### config.mk
export PLATFORM = sky130hd
export DESIGN_NAME = id_ex_stage_flat
export DESIGN_NICKNAME = d
export VERILOG_FILES = /design/src/rtl/id_ex_stage_if.sv /design/src/rtl/id_ex_stage.sv /design/src/flat_wrapper.sv
export SDC_FILE = /design/constraint.sdc
export NUM_CORES = 1
export LEC_CHECK = 0
export BUFFER_PORTS_ARGS = -buffer_cell sky130_fd_sc_hd__buf_2
export CORE_AREA = 3 3 132 134
export CTS_CLUSTER_SIZE = 40
export DETAILED_ROUTE_END_ITERATION = 10
export DIE_AREA = 0 0 135 137
export GPL_ROUTABILITY_DRIVEN = 0
export PLACE_DENSITY = 0.83
export SYNTH_ARGS = -nofsm -noshare
export SYNTH_HDL_FRONTEND = slang
export SYNTH_SLANG_ARGS = --single-unit
### constraint.sdc
create_clock -name clk -period 2.4 [get_ports clk]
set_input_delay 0.48 -clock clk [delete_from_list [all_inputs] [get_ports clk]]
set_output_delay 0.48 -clock clk [all_outputs]
set_load 0.02 [all_outputs]
### src/rtl/id_ex_stage_if.sv
// ---------------------------------------------------------------------------
// id_ex_stage_if
// Bundle of every signal crossing the ID/EX pipeline boundary.
//   Decode side : id_valid, id_ready, id_rs, id_rt, id_rd, id_uses_rt,
//                 id_rd1, id_rd2, id_imm, id_pc4, id_ctrl
//   Control     : flush (branch taken in EX), hold (MEM stall)
//   Execute side: ex_valid, ex_rs, ex_rt, ex_dest, ex_a, ex_b, ex_imm,
//                 ex_pc4, ex_ctrl
//   Status      : stall, stall_cnt, flush_cnt
// id_ctrl / ex_ctrl layout: {reg_write, mem_read, mem_write, reg_dst,
//                            alu_src, alu_op[2:0]}
// master = surrounding pipeline, slave = the ID/EX stage itself.
// ---------------------------------------------------------------------------
interface id_ex_stage_if #(
    parameter int DW    = 32,
    parameter int CNT_W = 16
);
    logic             id_valid;
    logic             id_ready;
    logic [4:0]       id_rs;
    logic [4:0]       id_rt;
    logic [4:0]       id_rd;
    logic             id_uses_rt;
    logic [DW-1:0]    id_rd1;
    logic [DW-1:0]    id_rd2;
    logic [DW-1:0]    id_imm;
    logic [DW-1:0]    id_pc4;
    logic [7:0]       id_ctrl;
    logic             flush;
    logic             hold;
    logic             ex_valid;
    logic [4:0]       ex_rs;
    logic [4:0]       ex_rt;
    logic [4:0]       ex_dest;
    logic [DW-1:0]    ex_a;
    logic [DW-1:0]    ex_b;
    logic [DW-1:0]    ex_imm;
    logic [DW-1:0]    ex_pc4;
    logic [7:0]       ex_ctrl;
    logic             stall;
    logic [CNT_W-1:0] stall_cnt;
    logic [CNT_W-1:0] flush_cnt;

    modport master (
        output id_valid, id_rs, id_rt, id_rd, id_uses_rt,
               id_rd1, id_rd2, id_imm, id_pc4, id_ctrl, flush, hold,
        input  id_ready, ex_valid, ex_rs, ex_rt, ex_dest, ex_a, ex_b,
               ex_imm, ex_pc4, ex_ctrl, stall, stall_cnt, flush_cnt
    );

    modport slave (
        input  id_valid, id_rs, id_rt, id_rd, id_uses_rt,
               id_rd1, id_rd2, id_imm, id_pc4, id_ctrl, flush, hold,
        output id_ready, ex_valid, ex_rs, ex_rt, ex_dest, ex_a, ex_b,
               ex_imm, ex_pc4, ex_ctrl, stall, stall_cnt, flush_cnt
    );
endinterface

### src/rtl/id_ex_stage.sv
// ---------------------------------------------------------------------------
// id_ex_stage
// Decode-to-execute pipeline register of the 5-stage MIPS core. Captures
// operands, decoded fields and control bits, inserts a bubble on a load-use
// hazard against the instruction in EX, honours branch flush and MEM hold,
// and keeps saturating stall/flush event counters.
// Ports:
//   clk   - system clock, rising edge
//   rst_n - asynchronous active-low reset, clears every register
//   bus   - id_ex_stage_if slave modport (decode inputs, flush/hold,
//           EX register outputs, stall and counters)
// Per-edge action priority: hold > flush > load-use bubble > advance.
// ---------------------------------------------------------------------------
module id_ex_stage #(
    parameter int DW    = 32,
    parameter int CNT_W = 16
) (
    input  logic         clk,
    input  logic         rst_n,
    id_ex_stage_if.slave bus
);

    localparam int CTRL_MEM_READ = 6;
    localparam int CTRL_REG_DST  = 4;

    logic             ex_valid_q;
    logic [4:0]       ex_rs_q;
    logic [4:0]       ex_rt_q;
    logic [4:0]       ex_dest_q;
    logic [DW-1:0]    ex_a_q;
    logic [DW-1:0]    ex_b_q;
    logic [DW-1:0]    ex_imm_q;
    logic [DW-1:0]    ex_pc4_q;
    logic [7:0]       ex_ctrl_q;
    logic [CNT_W-1:0] stall_cnt_q;
    logic [CNT_W-1:0] flush_cnt_q;

    logic hazard;
    logic dest_hits;

    // A load in EX whose destination is a source of the decode instruction
    // cannot be forwarded in time; r0 is never a real dependency.
    assign dest_hits = (ex_dest_q == bus.id_rs) |
                       (bus.id_uses_rt & (ex_dest_q == bus.id_rt));
    assign hazard    = bus.id_valid & ex_valid_q & ex_ctrl_q[CTRL_MEM_READ] &
                       (ex_dest_q != 5'd0) & dest_hits;

    // Flush consumes (and discards) the decode instruction, a bubble makes
    // decode re-present it, hold freezes everything.
    assign bus.id_ready = ~bus.hold & (bus.flush | ~hazard);
    assign bus.stall    = ~bus.hold & ~bus.flush & hazard;

    always_ff @(posedge clk or negedge rst_n) begin
        if (!rst_n) begin
            ex_valid_q  <= 1'b0;
            ex_rs_q     <= '0;
            ex_rt_q     <= '0;
            ex_dest_q   <= '0;
            ex_a_q      <= '0;
            ex_b_q      <= '0;
            ex_imm_q    <= '0;
            ex_pc4_q    <= '0;
            ex_ctrl_q   <= '0;
            stall_cnt_q <= '0;
            flush_cnt_q <= '0;
        end else if (bus.hold) begin
            // Freeze: a pending flush is re-asserted by upstream later.
        end else if (bus.flush || hazard) begin
            ex_valid_q <= 1'b0;
            ex_rs_q    <= '0;
            ex_rt_q    <= '0;
            ex_dest_q  <= '0;
            ex_a_q     <= '0;
            ex_b_q     <= '0;
            ex_imm_q   <= '0;
            ex_pc4_q   <= '0;
            ex_ctrl_q  <= '0;
            if (bus.flush) begin
                if (flush_cnt_q != {CNT_W{1'b1}})
                    flush_cnt_q <= flush_cnt_q + CNT_W'(1);
            end else begin
                if (stall_cnt_q != {CNT_W{1'b1}})
                    stall_cnt_q <= stall_cnt_q + CNT_W'(1);
            end
        end else begin
            ex_valid_q <= bus.id_valid;
            ex_rs_q    <= bus.id_rs;
            ex_rt_q    <= bus.id_rt;
            ex_dest_q  <= bus.id_ctrl[CTRL_REG_DST] ? bus.id_rd : bus.id_rt;
            ex_a_q     <= bus.id_rd1;
            ex_b_q     <= bus.id_rd2;
            ex_imm_q   <= bus.id_imm;
            ex_pc4_q   <= bus.id_pc4;
            // An invalid slot must never write registers or memory.
            ex_ctrl_q  <= bus.id_valid ? bus.id_ctrl : 8'd0;
        end
    end

    assign bus.ex_valid  = ex_valid_q;
    assign bus.ex_rs     = ex_rs_q;
    assign bus.ex_rt     = ex_rt_q;
    assign bus.ex_dest   = ex_dest_q;
    assign bus.ex_a      = ex_a_q;
    assign bus.ex_b      = ex_b_q;
    assign bus.ex_imm    = ex_imm_q;
    assign bus.ex_pc4    = ex_pc4_q;
    assign bus.ex_ctrl   = ex_ctrl_q;
    assign bus.stall_cnt = stall_cnt_q;
    assign bus.flush_cnt = flush_cnt_q;

endmodule

### src/flat_wrapper.sv
// flat-port wrapper written by rule: the top's interface ports become plain ports
module id_ex_stage_flat 
#(
    parameter int DW    = 32,
    parameter int CNT_W = 16
)
  (clk, rst_n, bus_id_valid, bus_id_rs, bus_id_rt, bus_id_rd, bus_id_uses_rt, bus_id_rd1, bus_id_rd2, bus_id_imm, bus_id_pc4, bus_id_ctrl, bus_flush, bus_hold, bus_id_ready, bus_ex_valid, bus_ex_rs, bus_ex_rt, bus_ex_dest, bus_ex_a, bus_ex_b, bus_ex_imm, bus_ex_pc4, bus_ex_ctrl, bus_stall, bus_stall_cnt, bus_flush_cnt);
  id_ex_stage_if #(.DW(DW), .CNT_W(CNT_W)) bus_i ();
  input  logic clk;
  input  logic rst_n;
  input wire logic [$bits(bus_i.id_valid)-1:0] bus_id_valid;
  input wire logic [$bits(bus_i.id_rs)-1:0] bus_id_rs;
  input wire logic [$bits(bus_i.id_rt)-1:0] bus_id_rt;
  input wire logic [$bits(bus_i.id_rd)-1:0] bus_id_rd;
  input wire logic [$bits(bus_i.id_uses_rt)-1:0] bus_id_uses_rt;
  input wire logic [$bits(bus_i.id_rd1)-1:0] bus_id_rd1;
  input wire logic [$bits(bus_i.id_rd2)-1:0] bus_id_rd2;
  input wire logic [$bits(bus_i.id_imm)-1:0] bus_id_imm;
  input wire logic [$bits(bus_i.id_pc4)-1:0] bus_id_pc4;
  input wire logic [$bits(bus_i.id_ctrl)-1:0] bus_id_ctrl;
  input wire logic [$bits(bus_i.flush)-1:0] bus_flush;
  input wire logic [$bits(bus_i.hold)-1:0] bus_hold;
  output wire logic [$bits(bus_i.id_ready)-1:0] bus_id_ready;
  output wire logic [$bits(bus_i.ex_valid)-1:0] bus_ex_valid;
  output wire logic [$bits(bus_i.ex_rs)-1:0] bus_ex_rs;
  output wire logic [$bits(bus_i.ex_rt)-1:0] bus_ex_rt;
  output wire logic [$bits(bus_i.ex_dest)-1:0] bus_ex_dest;
  output wire logic [$bits(bus_i.ex_a)-1:0] bus_ex_a;
  output wire logic [$bits(bus_i.ex_b)-1:0] bus_ex_b;
  output wire logic [$bits(bus_i.ex_imm)-1:0] bus_ex_imm;
  output wire logic [$bits(bus_i.ex_pc4)-1:0] bus_ex_pc4;
  output wire logic [$bits(bus_i.ex_ctrl)-1:0] bus_ex_ctrl;
  output wire logic [$bits(bus_i.stall)-1:0] bus_stall;
  output wire logic [$bits(bus_i.stall_cnt)-1:0] bus_stall_cnt;
  output wire logic [$bits(bus_i.flush_cnt)-1:0] bus_flush_cnt;
  assign bus_i.id_valid = bus_id_valid;
  assign bus_i.id_rs = bus_id_rs;
  assign bus_i.id_rt = bus_id_rt;
  assign bus_i.id_rd = bus_id_rd;
  assign bus_i.id_uses_rt = bus_id_uses_rt;
  assign bus_i.id_rd1 = bus_id_rd1;
  assign bus_i.id_rd2 = bus_id_rd2;
  assign bus_i.id_imm = bus_id_imm;
  assign bus_i.id_pc4 = bus_id_pc4;
  assign bus_i.id_ctrl = bus_id_ctrl;
  assign bus_i.flush = bus_flush;
  assign bus_i.hold = bus_hold;
  assign bus_id_ready = bus_i.id_ready;
  assign bus_ex_valid = bus_i.ex_valid;
  assign bus_ex_rs = bus_i.ex_rs;
  assign bus_ex_rt = bus_i.ex_rt;
  assign bus_ex_dest = bus_i.ex_dest;
  assign bus_ex_a = bus_i.ex_a;
  assign bus_ex_b = bus_i.ex_b;
  assign bus_ex_imm = bus_i.ex_imm;
  assign bus_ex_pc4 = bus_i.ex_pc4;
  assign bus_ex_ctrl = bus_i.ex_ctrl;
  assign bus_stall = bus_i.stall;
  assign bus_stall_cnt = bus_i.stall_cnt;
  assign bus_flush_cnt = bus_i.flush_cnt;
  id_ex_stage #(.DW(DW), .CNT_W(CNT_W)) u_core (.clk(clk), .rst_n(rst_n), .bus(bus_i));
endmodule
# Yosys cells after proc, flatten, opt, wreduce, memory -nomap -nowiden
# Index checks and enable logic that the tools add are counted.
dict set report totals {
  input_bits 157
  regBits 184
  output_inout_bits 186
}
dict set report op_classes {
  mux 11
  reduce_logical 4
  add_sub_neg 2
  bitwise 13
  n_eq_ne 4
}
# cell n
set ops {}
lappend ops {{2-to-1 mux 32 bit} 4}
lappend ops {{adder 16 x 1 -> 16 bit, second input constant} 2}
lappend ops {{inequality test 16 bit, second input constant} 2}
lappend ops {{2-to-1 mux 5 bit} 4}
lappend ops {{2-to-1 mux 8 bit} 2}
lappend ops {{== test 5 bit} 2}
lappend ops {{bitwise AND 1 bit} 8}
lappend ops {{AND reduction 4 bit} 2}
lappend ops {{nonzero test 5 bit} 1}
lappend ops {{NOT 1 bit} 3}
lappend ops {{bitwise OR 1 bit} 2}
lappend ops {{logical OR 1 bit} 1}
lappend ops {{2-to-1 mux 1 bit} 1}

# Depth between registers and ports, before layout
dict set report logic_depth {
  ltp_word 7
  mapped_depth 7
  mapped_depth_nobuf 6
}

# Least setup slack after synthesis
# No wires, ideal clock.
dict set report synth_timing {
  path_type {reg2out}
  startpoint {register u_core.ex_dest_q[2], in the netlist u_core.bus.ex_dest[2]}
  endpoint {output port bus_stall}
  required_time_ns 1.920
  setup_slack_ns 0.122
  arrival_time_ns 1.798
  stages_incl_launch_ff 6
  cell_sequence {dfrtp_1 xnor2_1 nand4_1 o22ai_1 clkbuf_1 and3_1}
}
dict set report synth_via {
  elab_chain_len 5
  word_cells_on_any_way 8
}
# item line_no
set synth_rtl {}
lappend synth_rtl {{from (decl)} id_ex_stage.sv:29} ;# logic [4:0] ex_dest_q;
lappend synth_rtl {{from (signal assigned)} id_ex_stage.sv:89} ;# ex_dest_q <= bus.id_ctrl[CTRL_REG_DST] ? bus.id_rd : bus.id_rt;
lappend synth_rtl {{== test 5 bit} id_ex_stage.sv:44} ;# (bus.id_uses_rt & (ex_dest_q == bus.id_rt));
lappend synth_rtl {{bitwise AND 1 bit} id_ex_stage.sv:44}
lappend synth_rtl {{bitwise OR 1 bit} id_ex_stage.sv:43} ;# assign dest_hits = (ex_dest_q == bus.id_rs) |
lappend synth_rtl {{bitwise AND 1 bit (*)} id_ex_stage.sv:46} ;# (ex_dest_q != 5'd0) & dest_hits;
lappend synth_rtl {{bitwise AND 1 bit (*)} id_ex_stage.sv:51} ;# assign bus.stall = ~bus.hold & ~bus.flush & hazard;
lappend synth_rtl {{to (decl)} flat_wrapper.sv:33} ;# output wire logic [$bits(bus_i.stall)-1:0] bus_stall;
# Mark *: on every way between the ends. The rest lies on a longest branch, timed or not.

# Worst setup path in the final report
dict set report layout_timing {
  startpoint {register u_core.ex_dest_q[2], in the netlist u_core.bus.ex_dest[2]}
  endpoint {output port bus_id_ready}
}
dict set report layout_via {
  elab_chain_len 7
  word_cells_on_any_way 10
}
# item line_no
set layout_rtl {}
lappend layout_rtl {{== test 5 bit} id_ex_stage.sv:44}
lappend layout_rtl {{bitwise AND 1 bit} id_ex_stage.sv:44}
lappend layout_rtl {{bitwise OR 1 bit} id_ex_stage.sv:43}
lappend layout_rtl {{bitwise AND 1 bit (*)} id_ex_stage.sv:46}
lappend layout_rtl {{NOT 1 bit (*)} id_ex_stage.sv:50} ;# assign bus.id_ready = ~bus.hold & (bus.flush | ~hazard);
lappend layout_rtl {{bitwise OR 1 bit (*)} id_ex_stage.sv:50}
lappend layout_rtl {{bitwise AND 1 bit (*)} id_ex_stage.sv:50}
lappend layout_rtl {{to (decl)} flat_wrapper.sv:23} ;# output wire logic [$bits(bus_i.id_ready)-1:0] bus_id_ready;
# Marks and branches as above.

==> impl_metrics.yaml <==
status:
  run_status: "finished, violations left"
  failed_checks: "setup timing"
routing:
  vias: 5817
  wl_met1_microns: 8230
  drt_iter0_drc: 234
  avgViaCountPerCell: 5.35
  avgRoutedWirePerCell_microns: 19.5
  wl_microns: 21200
  drc: 0
  wl_met3_microns: 1950
  dr.pass1.iters: 4
  ant_nets: 0
  topRoutingLayerUsed: "met4"
  wl_met2_microns: 10500
sta:
  report.final.slew_viol_count: 0
  tightest_slew_ns: 0.876
  slew_headroom: 0.416
  finalCritPeriodShare: 1.03
  hold_viol: 0
  fin_crit_ns: 2.48
  final.setup.worst_slack_ns: -0.0835
  fmax_mhz: 403
  finalSetupViolations: 2
  rsz0062_at_grt: "true"
  fin_worst_skew_ns: 0.0133
global_route:
  grt_pass1_wl_microns: 31500
  grt_start_max_net_pins: 90
  grt-ovfl-total: 0
  grt_pass1_vias: 5822
  gr-usage-all-layers: 0.218
  antenna_found_initial: 2
synthesis:
  netlist_area_sq_um: 7080
  synth_top_area_frac: 0.651
  synth-simple-area-share: 0.0610
  synth_xor_area_frac: 0.0470
  synth_nets: 668
  synth_flop_cell: "dfrtp_1"
  synth_fa_ha_area_frac: 0.00354
  synth_top_family_by_area: "compound AO/OA/AOI/OAI gates"
  synth_commonest_cells: "dfrtp_1, a22o_1, xnor2_1"
  netlist_instances: 509
  ys_top_cells_by_area: "dfrtp_1, a22o_1, xnor2_1"
  synth_cell_types: 34
  avgSynthCellArea_sq_um: 13.9
  synth_most_common_cell: "dfrtp_1"
  async_reset_ff_frac: 1.00
  synth_top_area_cell: "dfrtp_1"
  synth-seq-cells: 184
  synth_compound_area_frac: 0.197
  ys_warn_count: 0
  ys_seq_area_frac: 0.651
  synth_mux_area_frac: 0.0126
  synth-edff-count: 0
place:
  port_buffers: 342
  dp.cells: 1047
  postPlaceCellArea_sq_um: 9060
  hpwl_microns: 15000
  pre_cts_slack_ns: 0.144
power_and_ir_drop:
  powerDensity_nw_per_um2: 777
  ir_worst_vdd_v: 0.000440
  p_leak_nw: 5.26
finish:
  nets: 1010
  drive_above_1_share: 0.473
  stdcell_count: 1087
  stdcell_area_sq_um: 9770
  syn_to_final_growth_pct: 38.1
floorplanning:
  start_util: 0.431
  die-area_sq_um: 18500
  coreArea_sq_um: 16400
  ioPinCount: 343
  dieHeight_microns: 137
  fp.dieW_microns: 135
  rows: 47
setup_path:
  setup.worst_path.start_class: "flop"
  worstPathArrival_ns: 2.00
  r2r-start: "u_core.bus.ex_dest[2]$_DFFE_PN0N_"
  crit_fanout: 3
  required_ns: 1.92
  ff2ff_path_depth: 7
  reg2reg_to: "u_core.bus.ex_rt[4]$_DFFE_PN0N_"
  r2r_slack_ns: 0.07
  critPathKind: "reg2out"
  cp-end-kind: "primary output"
clock_network:
  cts_tree: "yes"
  root_buffer: "clkbuf_16"
  clockBufferDepth: 2
  worstSkewPairLatency_ns: 0.43
  cts_sinks: 184
  postCtsHoldBufs: 0
  path_clk_slew_ns: 0.07
  htreeDepth: 4
  cts-buffers-inserted: 17
min_path:
  hold_path_class: "in2async"
job:
  maxCapViolCount: 0
-- worst max-delay path by stage --
| stage | startpoint | to | slack [ns] | cells past startpoint |
|---|---|---|---|---|
| after global routing | u_core.bus.ex_dest[2]$_DFFE_PN0N_ | bus_id_ready | -0.15 | 5 |
| after CTS | u_core.bus.ex_dest[2]$_DFFE_PN0N_ | bus_id_ready | -0.09 | 5 |
| after floorplan | u_core.bus.ex_dest[2]$_DFFE_PN0N_ | bus_stall | 0.12 | 5 |
| after global placement | u_core.bus.ex_dest[2]$_DFFE_PN0N_ | bus_id_ready | 0.19 | 5 |
| after detailed placement | u_core.bus.ex_dest[2]$_DFFE_PN0N_ | bus_id_ready | 0.14 | 5 |
| final | u_core.bus.ex_dest[2]$_DFFE_PN0N_ | bus_id_ready | -0.08 | 5 |
-- worst max-delay path: stages (launching register included) --
cell and delay, ns:
dfrtp_1 0.39, or4_4 0.55, o2111ai_4 0.23, inv_2 0.10, a31oi_4 0.17, buf_6 0.14
-- metal layers --
metal,vias to the layer above,track usage
li1,2629,-
met1,2867,0.257
met2,280,0.367
met3,41,0.0794
met4,0,0.0834
met5,-,0
-- through the flow --
step / power (mW) / utilization / setup TNS [ns] / hold slack, ns
after floorplan: 4.25 / - / 0 / 0.184
after global placement: 4.81 / 0.552 / 0 / 0.474
after detailed placement: 4.85 / 0.552 / 0 / 0.475
after CTS: 7.65 / 0.594 / -0.162 / 0.0117
after global routing: 7.90 / 0.595 / -0.291 / 0.0255
final: 7.59 / 0.595 / -0.141 / 0.0197
-- cell type report --
class,count,area (sq um)
diodes,3,7.51
clock buffers,18,439
clock inverters,14,159
fillers,1277,6640
inverters,3,11.3
multi-input cells,284,2320
flip-flops and latches,184,4600
well taps,220,275
repair buffers,361,1950
-- cell families after synthesis --
logic type	Yosys count
DFF	184
AOI/OAI and AO/OA	159
muxes	8
and+or+nand+nor	77
adders and majority gates	2
buffers and inverters	41
xor gates and xnor gates	38
-- state kept, by name (all words and copies together), names as in the netlist --
signal                count
u_core.bus.ex_valid       1
u_core.bus.ex_dest        5
u_core.bus.ex_ctrl        8
u_core.bus.ex_imm        32
u_core.bus.flush_cnt     16
u_core.bus.ex_a          32
u_core.bus.ex_rt          5
u_core.bus.ex_rs          5
u_core.bus.stall_cnt     16
u_core.bus.ex_b          32
u_core.bus.ex_pc4        32
-- cells in the final DEF, fill, tap and decap left out, types with 5 or more instances in the layout --
master,netlist,routed
buf_2,7,338
dfrtp_1,184,184
a22o_1,144,144
xnor2_1,33,33
nand3_1,18,18
clkbuf_16,0,18
nand4_1,15,15
buf_4,9,14
and3_1,12,11
nand2_1,8,8
a32o_1,8,8
mux2_2,7,7
nor2_1,6,6
xor2_1,5,5
-- repair_timing --
| action | CTS | global route |
|---|---|---|
| endpoints found under the setup margin | 2 | 22 |
| pin swaps | 4 | 2 |
| buffers inserted | 4 | 0 |
| gates resized for setup | 10 | 1 |
| gates cloned | 0 | 1 |
-- power breakdown --
part	switching, mW	total [mW]	internal (mW)
sequential	0.199	3.54	3.34
clock	1.36	2.78	1.43
combinational	0.751	1.27	0.515
(Power assumes the default switching activity.)
